$ cat src/rtl/axi4_lite_slave_regs_if.sv
// AXI4-Lite bus bundle between a master and the register slave.
// Master drives requests and response readies; slave drives the rest.
interface axi4_lite_slave_regs_if #(
    parameter int ADDR_WIDTH = 32,
    parameter int DATA_WIDTH = 32
);
    localparam int STRB_WIDTH = DATA_WIDTH / 8;

    logic [ADDR_WIDTH-1:0] awaddr;
    logic [2:0]            awprot;
    logic                  awvalid;
    logic                  awready;
    logic [DATA_WIDTH-1:0] wdata;
    logic [STRB_WIDTH-1:0] wstrb;
    logic                  wvalid;
    logic                  wready;
    logic [1:0]            bresp;
    logic                  bvalid;
    logic                  bready;
    logic [ADDR_WIDTH-1:0] araddr;
    logic [2:0]            arprot;
    logic                  arvalid;
    logic                  arready;
    logic [DATA_WIDTH-1:0] rdata;
    logic [1:0]            rresp;
    logic                  rvalid;
    logic                  rready;

    modport master (
        output awaddr, awprot, awvalid,
        input  awready,
        output wdata, wstrb, wvalid,
        input  wready,
        input  bresp, bvalid,
        output bready,
        output araddr, arprot, arvalid,
        input  arready,
        input  rdata, rresp, rvalid,
        output rready
    );

    modport slave (
        input  awaddr, awprot, awvalid,
        output awready,
        input  wdata, wstrb, wvalid,
        output wready,
        output bresp, bvalid,
        input  bready,
        input  araddr, arprot, arvalid,
        output arready,
        output rdata, rresp, rvalid,
        input  rready
    );
endinterface

$ cat src/rtl/axi4_lite_slave_regs.sv
// AXI4-Lite slave terminating the bus into a flat bank of control registers.
// AW/W collected in any order; out-of-range accesses answer SLVERR.
module axi4_lite_slave_regs #(
    parameter int ADDR_WIDTH = 32,
    parameter int DATA_WIDTH = 32,
    parameter int NUM_REGS   = 16
) (
    input  logic                           clk,
    input  logic                           rst_n,
    axi4_lite_slave_regs_if.slave          bus,
    output logic [NUM_REGS*DATA_WIDTH-1:0] reg_out,
    output logic [NUM_REGS-1:0]            reg_wr_pulse
);
    localparam int STRB_WIDTH = DATA_WIDTH / 8;
    localparam int IDX_LSB    = $clog2(STRB_WIDTH);
    localparam int IDX_W      = $clog2(NUM_REGS);
    localparam int IDX_TOP    = IDX_LSB + IDX_W;

    if (DATA_WIDTH != 32 && DATA_WIDTH != 64) begin : g_bad_dw
        $error("axi4_lite_slave_regs: DATA_WIDTH must be 32 or 64");
    end
    if (NUM_REGS < 2 || (NUM_REGS & (NUM_REGS - 1)) != 0) begin : g_bad_nr
        $error("axi4_lite_slave_regs: NUM_REGS must be a power of two >= 2");
    end

    typedef enum logic {COLLECT, RESP} wstate_t;

    wstate_t               state;
    wstate_t               state_nxt;
    logic                  en;
    logic                  aw_got;
    logic                  w_got;
    logic [IDX_W-1:0]      aw_idx;
    logic                  aw_oor;
    logic [DATA_WIDTH-1:0] w_data;
    logic [STRB_WIDTH-1:0] w_strb;
    logic [DATA_WIDTH-1:0] regs [NUM_REGS];
    logic                  aw_hs;
    logic                  w_hs;
    logic                  b_hs;
    logic                  ar_hs;
    logic                  r_hs;
    logic                  commit;
    logic                  unused;

    function automatic logic out_of_range(input logic [ADDR_WIDTH-1:0] a);
        return (a >> IDX_TOP) != '0;
    endfunction

    assign aw_hs  = bus.awvalid && bus.awready;
    assign w_hs   = bus.wvalid && bus.wready;
    assign b_hs   = bus.bvalid && bus.bready;
    assign ar_hs  = bus.arvalid && bus.arready;
    assign r_hs   = bus.rvalid && bus.rready;
    assign commit = (state == COLLECT) && aw_got && w_got;
    assign unused = ^{bus.awprot, bus.arprot, bus.awaddr, bus.araddr};

    for (genvar i = 0; i < NUM_REGS; i++) begin : g_out
        assign reg_out[i*DATA_WIDTH +: DATA_WIDTH] = regs[i];
    end

    // Readies stay low until the first edge after reset release.
    always_ff @(posedge clk or negedge rst_n) begin
        if (!rst_n) en <= 1'b0;
        else        en <= 1'b1;
    end

    // Write FSM state register.
    always_ff @(posedge clk or negedge rst_n) begin
        if (!rst_n) state <= COLLECT;
        else        state <= state_nxt;
    end

    // Write FSM next state: commit once both halves are in, leave on B handshake.
    always_comb begin
        state_nxt = state;
        unique case (state)
            COLLECT: if (aw_got && w_got) state_nxt = RESP;
            RESP:    if (bus.bready)      state_nxt = COLLECT;
            default: state_nxt = COLLECT;
        endcase
    end

    // Write FSM outputs: each channel ready until its half is captured.
    always_comb begin
        bus.awready = en && (state == COLLECT) && !aw_got;
        bus.wready  = en && (state == COLLECT) && !w_got;
        bus.bvalid  = (state == RESP);
    end

    // Capture AW and W payloads independently; flags clear on B handshake.
    always_ff @(posedge clk or negedge rst_n) begin
        if (!rst_n) begin
            aw_got <= 1'b0;
            w_got  <= 1'b0;
            aw_idx <= '0;
            aw_oor <= 1'b0;
            w_data <= '0;
            w_strb <= '0;
        end else if (b_hs) begin
            aw_got <= 1'b0;
            w_got  <= 1'b0;
        end else begin
            if (aw_hs) begin
                aw_got <= 1'b1;
                aw_idx <= bus.awaddr[IDX_LSB +: IDX_W];
                aw_oor <= out_of_range(bus.awaddr);
            end
            if (w_hs) begin
                w_got  <= 1'b1;
                w_data <= bus.wdata;
                w_strb <= bus.wstrb;
            end
        end
    end

    // Register bank update, write pulse and write response on commit.
    always_ff @(posedge clk or negedge rst_n) begin
        if (!rst_n) begin
            for (int i = 0; i < NUM_REGS; i++) regs[i] <= '0;
            reg_wr_pulse <= '0;
            bus.bresp    <= 2'b00;
        end else begin
            reg_wr_pulse <= '0;
            if (commit) begin
                bus.bresp <= aw_oor ? 2'b10 : 2'b00;
                if (!aw_oor) begin
                    reg_wr_pulse[aw_idx] <= 1'b1;
                    for (int b = 0; b < STRB_WIDTH; b++) begin
                        if (w_strb[b]) regs[aw_idx][b*8 +: 8] <= w_data[b*8 +: 8];
                    end
                end
            end
        end
    end

    assign bus.arready = en && !bus.rvalid;

    // Read channel: one outstanding read, data held until R handshake.
    always_ff @(posedge clk or negedge rst_n) begin
        if (!rst_n) begin
            bus.rvalid <= 1'b0;
            bus.rdata  <= '0;
            bus.rresp  <= 2'b00;
        end else if (ar_hs) begin
            bus.rvalid <= 1'b1;
            if (out_of_range(bus.araddr)) begin
                bus.rdata <= '0;
                bus.rresp <= 2'b10;
            end else begin
                bus.rdata <= regs[bus.araddr[IDX_LSB +: IDX_W]];
                bus.rresp <= 2'b00;
            end
        end else if (r_hs) begin
            bus.rvalid <= 1'b0;
        end
    end
endmodule

$ cat src/flat_wrapper.sv
// flat-port wrapper written by rule: the top's interface ports become plain ports
module axi4_lite_slave_regs_flat 
#(
    parameter int ADDR_WIDTH = 32,
    parameter int DATA_WIDTH = 32,
    parameter int NUM_REGS   = 16
)
  (clk, rst_n, reg_out, reg_wr_pulse, bus_awaddr, bus_awprot, bus_awvalid, bus_awready, bus_wdata, bus_wstrb, bus_wvalid, bus_wready, bus_bresp, bus_bvalid, bus_bready, bus_araddr, bus_arprot, bus_arvalid, bus_arready, bus_rdata, bus_rresp, bus_rvalid, bus_rready);
  axi4_lite_slave_regs_if #(.ADDR_WIDTH(ADDR_WIDTH), .DATA_WIDTH(DATA_WIDTH)) bus_i ();
  input  logic clk;
  input  logic rst_n;
  output logic [NUM_REGS*DATA_WIDTH-1:0] reg_out;
  output logic [NUM_REGS-1:0] reg_wr_pulse;
  input wire logic [$bits(bus_i.awaddr)-1:0] bus_awaddr;
  input wire logic [$bits(bus_i.awprot)-1:0] bus_awprot;
  input wire logic [$bits(bus_i.awvalid)-1:0] bus_awvalid;
  output wire logic [$bits(bus_i.awready)-1:0] bus_awready;
  input wire logic [$bits(bus_i.wdata)-1:0] bus_wdata;
  input wire logic [$bits(bus_i.wstrb)-1:0] bus_wstrb;
  input wire logic [$bits(bus_i.wvalid)-1:0] bus_wvalid;
  output wire logic [$bits(bus_i.wready)-1:0] bus_wready;
  output wire logic [$bits(bus_i.bresp)-1:0] bus_bresp;
  output wire logic [$bits(bus_i.bvalid)-1:0] bus_bvalid;
  input wire logic [$bits(bus_i.bready)-1:0] bus_bready;
  input wire logic [$bits(bus_i.araddr)-1:0] bus_araddr;
  input wire logic [$bits(bus_i.arprot)-1:0] bus_arprot;
  input wire logic [$bits(bus_i.arvalid)-1:0] bus_arvalid;
  output wire logic [$bits(bus_i.arready)-1:0] bus_arready;
  output wire logic [$bits(bus_i.rdata)-1:0] bus_rdata;
  output wire logic [$bits(bus_i.rresp)-1:0] bus_rresp;
  output wire logic [$bits(bus_i.rvalid)-1:0] bus_rvalid;
  input wire logic [$bits(bus_i.rready)-1:0] bus_rready;
  assign bus_i.awaddr = bus_awaddr;
  assign bus_i.awprot = bus_awprot;
  assign bus_i.awvalid = bus_awvalid;
  assign bus_awready = bus_i.awready;
  assign bus_i.wdata = bus_wdata;
  assign bus_i.wstrb = bus_wstrb;
  assign bus_i.wvalid = bus_wvalid;
  assign bus_wready = bus_i.wready;
  assign bus_bresp = bus_i.bresp;
  assign bus_bvalid = bus_i.bvalid;
  assign bus_i.bready = bus_bready;
  assign bus_i.araddr = bus_araddr;
  assign bus_i.arprot = bus_arprot;
  assign bus_i.arvalid = bus_arvalid;
  assign bus_arready = bus_i.arready;
  assign bus_rdata = bus_i.rdata;
  assign bus_rresp = bus_i.rresp;
  assign bus_rvalid = bus_i.rvalid;
  assign bus_i.rready = bus_rready;
  axi4_lite_slave_regs #(.ADDR_WIDTH(ADDR_WIDTH), .DATA_WIDTH(DATA_WIDTH), .NUM_REGS(NUM_REGS)) u_core (.clk(clk), .rst_n(rst_n), .bus(bus_i), .reg_out(reg_out), .reg_wr_pulse(reg_wr_pulse));
endmodule
$ cat config.mk
export PLATFORM = sky130hd
export DESIGN_NAME = axi4_lite_slave_regs_flat
export DESIGN_NICKNAME = d
export VERILOG_FILES = /design/src/rtl/axi4_lite_slave_regs_if.sv /design/src/rtl/axi4_lite_slave_regs.sv /design/src/flat_wrapper.sv
export SDC_FILE = /design/constraint.sdc
export NUM_CORES = 1
export LEC_CHECK = 0
export ABC_AREA = 1
export BUFFER_PORTS_ARGS = -buffer_cell sky130_fd_sc_hd__buf_2
export CORE_AREA = 5 5 260 262
export CTS_CLUSTER_SIZE = 24
export DETAILED_ROUTE_END_ITERATION = 16
export DIE_AREA = 0 0 265 267
export PLACE_DENSITY_LB_ADDON = 0.1
export SLEW_MARGIN = 20
export SYNTH_ARGS = -nofsm -noshare
export SYNTH_HDL_FRONTEND = slang
export SYNTH_SLANG_ARGS = --single-unit
$ cat constraint.sdc
create_clock -name clk -period 2.5 [get_ports clk]
set_clock_uncertainty 0.05 [all_clocks]
set_input_delay 0 -clock clk [delete_from_list [all_inputs] [get_ports clk]]
set_output_delay 0 -clock clk [all_outputs]
set_load 0.01 [all_outputs]
## Word level (Yosys, flattened, before mapping)

Index checks and enable logic that the tools add are counted.

- Bitwise logic cells: 5
- Mux-type cells: 41
- Reductions and logical operators: 25
- Order comparisons: 5

Operators with widths:

| operator | number |
|---|---|
| $mux W512 | 10 |
| $bwmux W512 | 4 |
| $demux W32 S4 | 4 |
| $bmux W32 S4 | 1 |
| $mux W32 | 4 |
| $reduce_bool A32 Y1 | 2 |
| $mux W16 | 3 |
| $mux W24 | 1 |
| $logic_and A1 B1 Y1 | 14 |
| $ge A5 B5 Y1 const B | 2 |
| $not A4 Y5 | 2 |
| $mux W1 | 9 |
| $mux W8 | 1 |
| $reduce_and A2 Y1 | 3 |
| $reduce_bool A2 Y1 | 3 |
| $lt A4 B5 Y1 const B | 1 |
| $lt A5 B1 Y1 const B | 1 |
| $demux W1 S4 | 1 |
| $ge A4 B1 Y1 const B | 1 |
| $mux W2 | 2 |
| $logic_not A1 Y1 | 3 |
| $not A1 Y1 | 3 |
| $pmux W1 S2 | 1 |

- Flip-flop bits (word level): 610
- Bits of input ports: 113
- Word-level logic and storage cells: 105

## Logic depth before layout (Yosys ltp)

Gate-level depths: netlist (run 1).

- Depth in word-level cells: 19
- Gate-level depth with buffers: 11
- Gate-level depth less buffers: 8

## Worst setup path before layout (run 1)

No wires, ideal clock.

- Kind: register -> register
- Start point: register u_core.state, in the netlist u_core.bus.bvalid
- End point: register u_core.regs, in the netlist u_core.reg_out[454]
- Arrival: 1.592 ns
- Slack: 0.726 ns
- Clock period less this slack: 1.774 ns
- Buffers on the path: 3
- Stages on the path, launching flop included: 12
- Cell sequence: dfrtp_1 inv_2 nand3_2 nor2_4 inv_2 buf_8 nor2_8 buf_12 nand2_4 buf_6 nand2_1 o21ai_2

- Word-level cells in the longest chain between the ends: 4

Ends and longest elaborated chain:

| element | RTL line | source |
|---|---|---|
| start, declared | axi4_lite_slave_regs.sv:28 | `wstate_t state;` |
| start signal, assigned | axi4_lite_slave_regs.sv:71 | `else state <= state_nxt;` |
| $not A1 Y1 | axi4_lite_slave_regs.sv:55 | `assign commit = (state == COLLECT) && aw_got && w_got;` |
| $logic_and A1 B1 Y1 (2 in a row) | axi4_lite_slave_regs.sv:55 |  |
| $reduce_and A2 Y1 (no line) | - |  |
| end signal, assigned by index | axi4_lite_slave_regs.sv:130 | `if (w_strb[b]) regs[aw_idx][b*8 +: 8] <= w_data[b*8 +: 8];` |
| end, declared | axi4_lite_slave_regs.sv:37 | `logic [DATA_WIDTH-1:0] regs [NUM_REGS];` |

Every way passes these cells.
A chain may end at the register's enable or synchronous reset.

## Worst setup path in the final report (run 1)

- Start point: register u_core.en
- End point: register u_core.aw_idx[2]

- Word-level cells in the longest chain between the ends: 4

Ends and longest elaborated chain:

| element | RTL line | source |
|---|---|---|
| start, declared | axi4_lite_slave_regs.sv:30 | `logic en;` |
| start signal, assigned | axi4_lite_slave_regs.sv:64 | `if (!rst_n) en <= 1'b0;` |
| start signal, assigned | axi4_lite_slave_regs.sv:65 | `else en <= 1'b1;` |
| $logic_and A1 B1 Y1 (2 in a row) | axi4_lite_slave_regs.sv:86 | `bus.awready = en && (state == COLLECT) && !aw_got;` |
| $logic_and A1 B1 Y1 | axi4_lite_slave_regs.sv:50 | `assign aw_hs = bus.awvalid && bus.awready;` |
| $reduce_and A2 Y1 (no line) | - |  |
| end signal, assigned | axi4_lite_slave_regs.sv:106 | `aw_idx <= bus.awaddr[IDX_LSB +: IDX_W];` |
| end, declared | axi4_lite_slave_regs.sv:33 | `logic [IDX_W-1:0] aw_idx;` |

Every way passes these cells.

==> results.yml, run 1 <==
worst_setup_path:
  r2r-start: "u_core.en"
  crit_path_end: "u_core.aw_idx[2]"
  path_max_fanout: 6
  r2r_slack_ns: 0.13
  critPathSlowestCell: "dlygate4sd3_1"
  critPathLaunch: "u_core.en"
  cp.arrival_ns: 2.79
  required_ns: 2.91
  reg2reg_depth: 10
  crit_chain: "inv_2, nor2_1, nand2_1, nor2_1, buf_6, buf_12, nand2_1, dlygate4sd3_1, o21ai_0, dlygate4sd3_1"
  path_class: "flip-flop to flip-flop"
  crit_path_end_kind: "flip-flop"
  startpoint_type: "flip-flop"
  r2r_end: "u_core.aw_idx[2]"
  cpPeakStageDelay_ns: 0.56
detailed_routing:
  routed_via_density: 5.40
  postRouteAntennaNets: 0
  dr_total_vias: 26000
  drc_errors: 0
  dr.pass1.iters: 5
  drt_iter0_markers: 2842
  wirelength_um: 113000
  wl_per_cell_um: 23.5
grt:
  grt_start_max_net_pins: 118
  antenna_found_initial: 3
  grt_pass1_wl_um: 167000
  grt_pass1_vias: 24300
  track_usage: 0.311
  gr-total-overflow: 0
timing:
  hold_violations: 0
  period_minus_slack_ns: 2.37
  worstMarginPinSlew_ns: 0.963
  rsz0062_at_grt: "false"
  setup-violations-final: 0
  fmax_mhz: 421
  maxSlewHeadroom: 0.357
  post-route-period-util: 0.950
  setup_slack_ns: 0.126
  tns_ns: 0
  slew_violations: 0
die:
  die_y_um: 267
  dieWidth_um: 265
  core_area_um2: 65200
  ios: 682
  start_util: 0.425
  dieArea_um2: 70800
  rows: 94
clocking:
  cts.sinks: 608
  cts_tree: "built"
  clk_latency_ns: 0.61
  cts_root_buf: "clkbuf_16"
  cts.path.max_buffers: 3
  clk_pin_slew_ns: 0.06
  htree_levels: 3
  cts_buffers: 69
job:
  maxCapViolCount: 0
pwr:
  total_power_uw: 28800
  p_per_area_nw_per_um2: 828
  ir_drop_mv: 0.561
  leakage_uw: 0.0181
placement:
  dp_slack_ns: 0.0348
  place.gp.congestion: 0.897
  port_buffers: 669
  place_hpwl_um: 82600
min_path:
  hold_path.class: "primary input to flip-flop"
synthesis:
  synthTopCellsByArea: "dfrtp_1 55%, nand2_1 15%, nand3_1 8.9%, o21ai_0 4.8%, o21ai_2 3.7%"
  syn_area_um2: 27700
  synth_edf_count: 0
  synthArstFlopShare: 1.00
  postSynthCellCount: 3233
  ys_seq_elements: 608
  synth_flop_cell: "dfrtp_1"
  postSynthAreaPerCell_um2: 8.57
  yosysTopAreaCellShare: 0.549
  yosys.area.top_type: "dfrtp_1"
  netlist-cell-type-count: 32
  yosysSeqAreaShare: 0.549
  yosys_warnings: 0
cells_and_area:
  layout-drive-gt1-share: 0.264
  nets: 4017
  syn_to_final_growth_pct: 25.8
outcome:
  outcome: "completed"
## layer usage
metal / part of all wire / vias to the layer above / routed length [µm] / track usage
met2: 0.44 / 1297 / 49500 / 0.461
li1: - / 12000 / - / -
met3: 0.088 / 214 / 10000 / 0.0594
met5: 0.00027 / - / 31 / 0
met1: 0.43 / 12500 / 49000 / 0.456
met4: 0.043 / 4 / 4900 / 0.121
## cell type report
type	instances	area (µm²)
fillers	6226	30300
clock buffers	108	2100
well taps	864	1080
flip-flops and latches	608	15200
inverters	61	243
clock inverters	16	139
diodes	1	2.50
repair buffers	816	4980
multi-input cells	2348	11100
## stage by stage
step | instance area, µm² | utilization | hold WS, ns | std cells
after CTS | 34800 | 0.534 | 0.00723 | 4818
after global placement | 31800 | 0.488 | 0.0289 | 4619
after detailed placement | 31800 | 0.488 | 0.0237 | 4619
after global routing | 34800 | 0.535 | 0.0597 | 4822
after floorplan | 27700 | - | -0.346 | 3234
final | 34800 | 0.535 | 0.0294 | 4822
## cell families after synthesis
logic type	after synthesis	synth area share
multiplexers	1	0.000407
flip-flops	608	0.549
other	2	0.000271
AO/OA/AOI/OAI	556	0.116
AND/OR/NAND/NOR	1788	0.283
buffers and inverters	278	0.0510
## worst min path at each step
| stage | from | to | slack, ns | cells after the start |
|---|---|---|---|---|
| floorplan | rst_n | u_core.aw_got | -0.35 | 0 |
| global placement | rst_n | u_core.bus.bvalid | 0.03 | 1 |
| detailed placement | rst_n | u_core.bus.bvalid | 0.02 | 1 |
| CTS | bus_arvalid | u_core.bus.rvalid | 0.007 | 4 |
| global route | bus_arvalid | u_core.bus.rvalid | 0.06 | 4 |
| finish | bus_arvalid | u_core.bus.rvalid | 0.03 | 4 |
## Yosys cell counts, types with 2 or more instances
master	n
clkbuf_1	121
nor2_8	5
inv_1	56
nand2_1	1141
buf_4	2
dfrtp_1	608
buf_12	2
buf_2	40
nand2_2	10
a21oi_1	37
nor3_4	2
o21ai_2	116
o21ai_0	267
conb_1	2
nand2_4	34
nand3_1	494
nor3_1	3
nor2_4	12
buf_6	35
inv_2	3
or2_2	3
buf_1	15
nor2_1	80
o21ai_1	136
nand3_2	2
## repair_timing
action	in CTS	in global routing
gates resized for setup	1	2
buffers inserted	0	3
cloned	0	0
pin swaps	0	1
hold buffers	75	0
endpoints found under the setup margin	1	37
hold endpoints to repair	636	0
## flip-flops by register name (all words and copies together), names as in the netlist, 4 cells and up
register / cells
u_core.reg_wr_pulse: 16
u_core.aw_idx: 4
u_core.bus.rdata: 32
u_core.reg_out: 512
u_core.w_data: 32
u_core.w_strb: 4
## worst max-delay path: cells and delay by family (launching register included)
family,cells,cell delay (ns)
buf+inv,5,1.51
simple gates,4,0.27
compound gates,1,0.06
flops,1,0.37
## layout by cell type (no fill, tap or decap), types with 4 or more instances in the layout
master and instances:
buf_4 47, inv_1 53, a21oi_1 37, nand2_4 35, o21ai_1 136, clkbuf_16 72, clkbuf_8 17, o21ai_0 267
nor2_4 13, nor2_1 79, buf_12 25, inv_2 4, nand2_2 12, nor2_8 5, clkinv_2 13, o21ai_2 116
buf_2 666, dfrtp_1 608, dlygate4sd3_1 75, nand2_1 1138, nand3_1 494, clkbuf_1 20
## power by group
part | leakage [µW] | switching, µW | internal [µW]
clock | 0.00111 | 4210 | 5880
sequential | 0.00832 | 1030 | 10900
combinational | 0.00871 | 4950 | 1830
(Power assumes the default switching activity.)
==> run 2: changes to the inputs <==
--- a/config.mk
+++ b/config.mk
@@ -7,10 +7,10 @@
 export LEC_CHECK = 0
 export ABC_AREA = 1
 export BUFFER_PORTS_ARGS = -buffer_cell sky130_fd_sc_hd__buf_2
-export CORE_AREA = 5 5 260 262
+export CORE_MARGIN = 5
+export CORE_UTILIZATION = 40
 export CTS_CLUSTER_SIZE = 24
 export DETAILED_ROUTE_END_ITERATION = 16
-export DIE_AREA = 0 0 265 267
 export PLACE_DENSITY_LB_ADDON = 0.1
 export SLEW_MARGIN = 20
 export SYNTH_ARGS = -nofsm -noshare
==> constraint.sdc (replaced) <==
create_clock -name clk -period 2 [get_ports clk]
set_clock_uncertainty 0.05 [all_clocks]
set_input_delay 0 -clock clk [delete_from_list [all_inputs] [get_ports clk]]
set_output_delay 0 -clock clk [all_outputs]
set_load 0.01 [all_outputs]
==> run 2 against run 1 <==
Against the previous run:
- die area is 5.4% higher
- non-clock buffer count is 59 higher
- utilization is 1.5 points lower
- cell area is 2.3% higher
- sequential power is 24% higher
- cell count is 2.6% higher
- combinational power is 36% higher
- critical path type unchanged
==> results.yml, run 2 (same netlist as run 1, synthesis figures left out) <==
outcome:
  outcome: "completed"
min_path:
  hold_path.class: "primary input to flip-flop"
detailed_routing:
  wirelength_um: 116000
  dr_total_vias: 26400
  dr.pass1.iters: 7
  drc_errors: 0
  postRouteAntennaNets: 0
  drt_iter0_markers: 2812
  routed_via_density: 5.33
  wl_per_cell_um: 23.5
timing:
  setup-violations-final: 0
  post-route-period-util: 0.929
  hold_violations: 0
  slew_violations: 0
  rsz0062_at_grt: "false"
  worstMarginPinSlew_ns: 0.735
  maxSlewHeadroom: 0.510
  period_minus_slack_ns: 1.86
  fmax_mhz: 538
  whs_ns: 0.0282
placement:
  placed_area_um2: 32700
  place.gp.congestion: 0.919
  place_inst: 4759
  port_buffers: 669
  place_hpwl_um: 86000
pwr:
  p_seq_frac: 0.403
  swShare: 0.349
  intPower_uw: 24000
  leakage_uw: 0.0185
  combinationalPowerShare: 0.250
  p_per_area_nw_per_um2: 1040
  pwr-share-clk: 0.347
  p_switching_uw: 12900
  ir_drop_mv: 0.604
cells_and_area:
  largest_reg_flops: 512
  mostFrequentLayoutCells: "1133 x nand2_1, 666 x buf_2, 608 x dfrtp_1, 491 x nand3_1, 266 x o21ai_0"
  final_common_cell: "nand2_1"
  finalNonFillerCells: 4947
  final_area_um2: 35600
  fillers: 6596
  syn_to_final_growth_pct: 28.7
  layout-drive-gt1-share: 0.283
  nets: 4076
grt:
  grt_start_max_net_pins: 82
  antenna_found_initial: 2
  grt_pass1_vias: 24400
  gr-usage-met2: 0.453
  grt_pass1_wl_um: 170000
  use_met3: 0.0649
  track_usage: 0.301
  grt_use_met1: 0.439
  gr-total-overflow: 0
  busiest_layer: "met2"
worst_setup_path:
  critPathLaunch: "u_core.bus.bvalid"
  path_class: "flip-flop to flip-flop"
  path_max_fanout: 4
  crit_path_end: "u_core.aw_oor"
  crit_path_end_kind: "flip-flop"
  cp.arrival_ns: 2.30
  reg2reg_depth: 9
  r2r_slack_ns: 0.14
  required_ns: 2.44
  startpoint_type: "flip-flop"
  r2r-start: "u_core.bus.bvalid"
  r2r_end: "u_core.aw_oor"
clocking:
  cts_buffers: 69
  clk_pin_slew_ns: 0.06
  clk_latency_ns: 0.61
  htree_levels: 3
  cts.path.max_buffers: 3
  cts.sinks: 608
  cts_root_buf: "clkbuf_16"
  cts_tree: "built"
job:
  maxCapViolCount: 0
die:
  core_area_um2: 68600
  rows: 96
  die_y_um: 273
  dieArea_um2: 74600
  ios: 682
  dieWidth_um: 273
  start_util: 0.404
-- run 2: changes by cell type in the layout (fill, tap and decap cells not counted), sizes merged, moves of 2 or more --
cell         before  now
dlygate4sd3      75   57
clkbuf          109  101
clkinvlp          0    2
clkinv           16   13
buf             740  817
inv              60   64
bufinv            1    4
-- run 2: layout make-up --
type,instances,area [µm²],area share
antenna,2,5.00,0.000140
clock buffer,100,2010,0.0565
clock inverter,22,241,0.00677
inverter,61,245,0.00688
multi-input combinational,2348,11100,0.312
sequential,608,15200,0.427
tap,931,1160,0.0327
timing repair buffer,875,5630,0.158
-- run 2: power by group through the flow --
stage                     clock, µW  sequential (µW)  combinational (µW)
after floorplan                   0            15200                3940
after global placement            0            15000                8880
after detailed placement          0            15000                8950
after CTS                     12900            14800                9080
after global routing          13500            15000                9930
final                         12800            14900                9230
-- run 2: how the worst min path moves through the flow --
stage	from	endpoint	slack, ns	cells past startpoint
after floorplan	rst_n	u_core.aw_got	-0.35	0
after CTS	bus_araddr[12]	u_core.bus.rdata[23]	0.007	9
after detailed placement	rst_n	u_core.w_got	-0.10	1
after global placement	rst_n	u_core.w_got	-0.10	1
after global routing	bus_araddr[7]	u_core.bus.rdata[23]	0.04	8
final	bus_araddr[12]	u_core.bus.rresp[1]	0.03	8
-- run 2: timing repair --
item,CTS,global route
pin swaps,0,3
setup endpoints to repair,8,55
endpoints found under the hold margin,686,0
buffers inserted,0,6
gates resized for setup,2,16
hold buffers,58,0
-- run 2: through the flow --
step	setup WS (ns)	total power, µW	TNS [ns]	utilization
final	0.142	36900	0	0.520
after global routing	0.00607	38400	0	0.520
after floorplan	0.226	19200	0	-
after detailed placement	-0.00733	24000	-0.0220	0.476
after global placement	-0.00578	23900	-0.00671	0.476
after CTS	0.0443	36900	0	0.518
-- run 2: worst max-delay path, cell delays in order (launching register included) --
cell,delay (ns)
dfrtp_1,0.38
buf_4,0.15
nor2_1,0.09
nand2_1,0.10
nor2_2,0.11
buf_6,0.11
nand3_1,0.06
dlygate4sd3_1,0.55
nor2_1,0.10
nor2_1,0.04
-- run 2: layer usage --
metal	vias to the layer above	share of wire
met5	-	0
met4	0	0.033
met3	191	0.088
met2	1213	0.44
met1	12800	0.43
li1	12100	-
==> run 3: changes to the inputs <==
--- a/config.mk
+++ b/config.mk
@@ -11,7 +11,7 @@
 export CORE_UTILIZATION = 40
 export CTS_CLUSTER_SIZE = 24
 export DETAILED_ROUTE_END_ITERATION = 16
-export PLACE_DENSITY_LB_ADDON = 0.1
+export PLACE_DENSITY = 0.61
 export SLEW_MARGIN = 20
 export SYNTH_ARGS = -nofsm -noshare
 export SYNTH_HDL_FRONTEND = slang
==> run 3 against run 2 <==
Against the previous run:
- global-route usage fell by 0.87 points
- power rose by 0.25%
- flip-flop and latch count did not move
- cell area fell by 0.40%
- utilization fell by 0.21 points
- combinational power fell by 3.5%
- non-clock buffer count fell by 19
- clock power rose by 3%
- cell count fell by 0.16%
- setup slack got worse by 0.076 ns
- highest routed layer unchanged
==> results.yml, run 3 (same netlist as run 1, synthesis figures left out) <==
outcome:
  outcome: "completed"
clocking:
  cts.path.max_buffers: 3
  clk_pin_slew_ns: 0.06
  cts_root_buf: "clkbuf_16"
  htree_levels: 3
  cts.sinks: 608
  clk_latency_ns: 0.62
  cts_buffers: 70
  cts_tree: "built"
timing:
  maxSlewHeadroom: 0.510
  setup-violations-final: 0
  slew_violations: 0
  worstMarginPinSlew_ns: 0.735
  post-route-period-util: 0.967
  fmax_mhz: 517
  hold_violations: 0
  whs_ns: 0.0589
  rsz0062_at_grt: "true"
  tns_ns: 0
  period_minus_slack_ns: 1.93
die:
  ios: 682
  start_util: 0.404
  dieWidth_um: 273
  rows: 96
  core_area_um2: 68600
  die_y_um: 273
  dieArea_um2: 74600
worst_setup_path:
  cp.arrival_ns: 2.34
  startpoint_type: "flip-flop"
  path_class: "flip-flop to flip-flop"
  crit_path_end_kind: "flip-flop"
  path_max_fanout: 16
  required_ns: 2.40
cells_and_area:
  nets: 4058
  fillers: 6507
  final_area_um2: 35500
  final_common_cell: "nand2_1"
  largest_reg_flops: 512
  syn_to_final_growth_pct: 28.2
  mostFrequentLayoutCells: "1132 x nand2_1, 666 x buf_2, 608 x dfrtp_1, 494 x nand3_1, 267 x o21ai_0"
  layout-drive-gt1-share: 0.281
detailed_routing:
  wirelength_um: 113000
  dr.pass1.iters: 6
  drt_iter0_markers: 2928
  routed_via_density: 5.35
  postRouteAntennaNets: 0
  dr_total_vias: 26400
  drc_errors: 0
  wl_per_cell_um: 22.8
pwr:
  ir_drop_mv: 0.656
  p_switching_uw: 12800
  p_seq_frac: 0.402
  total_power_uw: 37000
  intPower_uw: 24100
  combinationalPowerShare: 0.241
  swShare: 0.347
  leakage_uw: 0.0184
  p_per_area_nw_per_um2: 1040
  pwr-share-clk: 0.357
grt:
  grt_pass1_vias: 24100
  grt_pass1_wl_um: 165000
  antenna_found_initial: 5
  gr-total-overflow: 0
  track_usage: 0.292
  grt_start_max_net_pins: 104
min_path:
  hold_path.class: "primary input to flip-flop"
placement:
  place.gp.congestion: 0.948
  placed_area_um2: 32500
  place_hpwl_um: 82500
  port_buffers: 669
job:
  maxCapViolCount: 0
==> run 3: per-stage QoR <==
step | setup WS (ns) | std cells | util
2_1_floorplan | 0.226 | 3234 | -
3_3_place_gp | 0.136 | 4747 | 0.474
3_5_place_dp | 0.105 | 4747 | 0.474
4_1_cts | 0.0140 | 4931 | 0.516
5_1_grt | -0.0896 | 4936 | 0.518
6_report | 0.0657 | 4939 | 0.518
==> run 3: what timing repair did <==
item,in CTS,in global routing
gates resized for setup,0,18
setup buffers,0,2
setup endpoints to repair,0,75
endpoints found under the hold margin,655,0
hold buffers,55,0
==> run 3: final cells by class <==
| class | count | area, µm² | share of cell area |
|---|---|---|---|
| well taps | 931 | 1160 | 0.0328 |
| diodes | 6 | 15.0 | 0.000423 |
| clock buffers | 102 | 2060 | 0.0581 |
| multi-input cells | 2348 | 11100 | 0.314 |
| repair buffers | 856 | 5360 | 0.151 |
| clock inverters | 27 | 297 | 0.00835 |
| inverters | 61 | 246 | 0.00694 |
| flip-flops and latches | 608 | 15200 | 0.429 |
==> run 3: layer usage <==
metal,vias up,part of all wire,track usage
li1,12100,-,-
met1,12800,0.44,0.433
met2,1348,0.44,0.435
met3,203,0.078,0.0495
met4,0,0.041,0.105
met5,-,0,0
==> run 3: power by group through the flow <==
stage	logic (µW)	clock network [µW]	registers, µW
3_5_place_dp	8690	0	15000
6_report	8910	13200	14900
2_1_floorplan	3940	0	15200
3_3_place_gp	8590	0	15000
4_1_cts	8820	13400	14800
5_1_grt	9590	13900	15000
==> run 3: final timing paths <==
| kind | start | end | slack (ns) | depth (start not counted) |
|---|---|---|---|---|
| max in group asynchronous | rst_n | u_core.reg_out[141] | 1.27 | 4 |
| worst max-delay path | u_core.bus.bvalid | u_core.reg_out[152] | 0.07 | 9 |
| worst min-delay path | bus_araddr[5] | u_core.bus.rdata[3] | 0.06 | 5 |
| worst max register to register | u_core.bus.bvalid | u_core.reg_out[152] | 0.07 | 9 |
| worst min register to register | u_core.bus.rdata[17] | u_core.bus.rdata[17] | 0.43 | 2 |
| min in group asynchronous | rst_n | u_core.reg_out[344] | 0.10 | 3 |
==> run 3: worst max-delay path, cell delays in order, from the launching register on <==
cell and delay, ns:
dfrtp_1 0.38, inv_2 0.06, nand3_2 0.10, nor2_4 0.14
inv_2 0.16, buf_4 0.22, nor2_4 0.10, nand2_1 0.32
nand2_1 0.15, o21ai_0 0.08
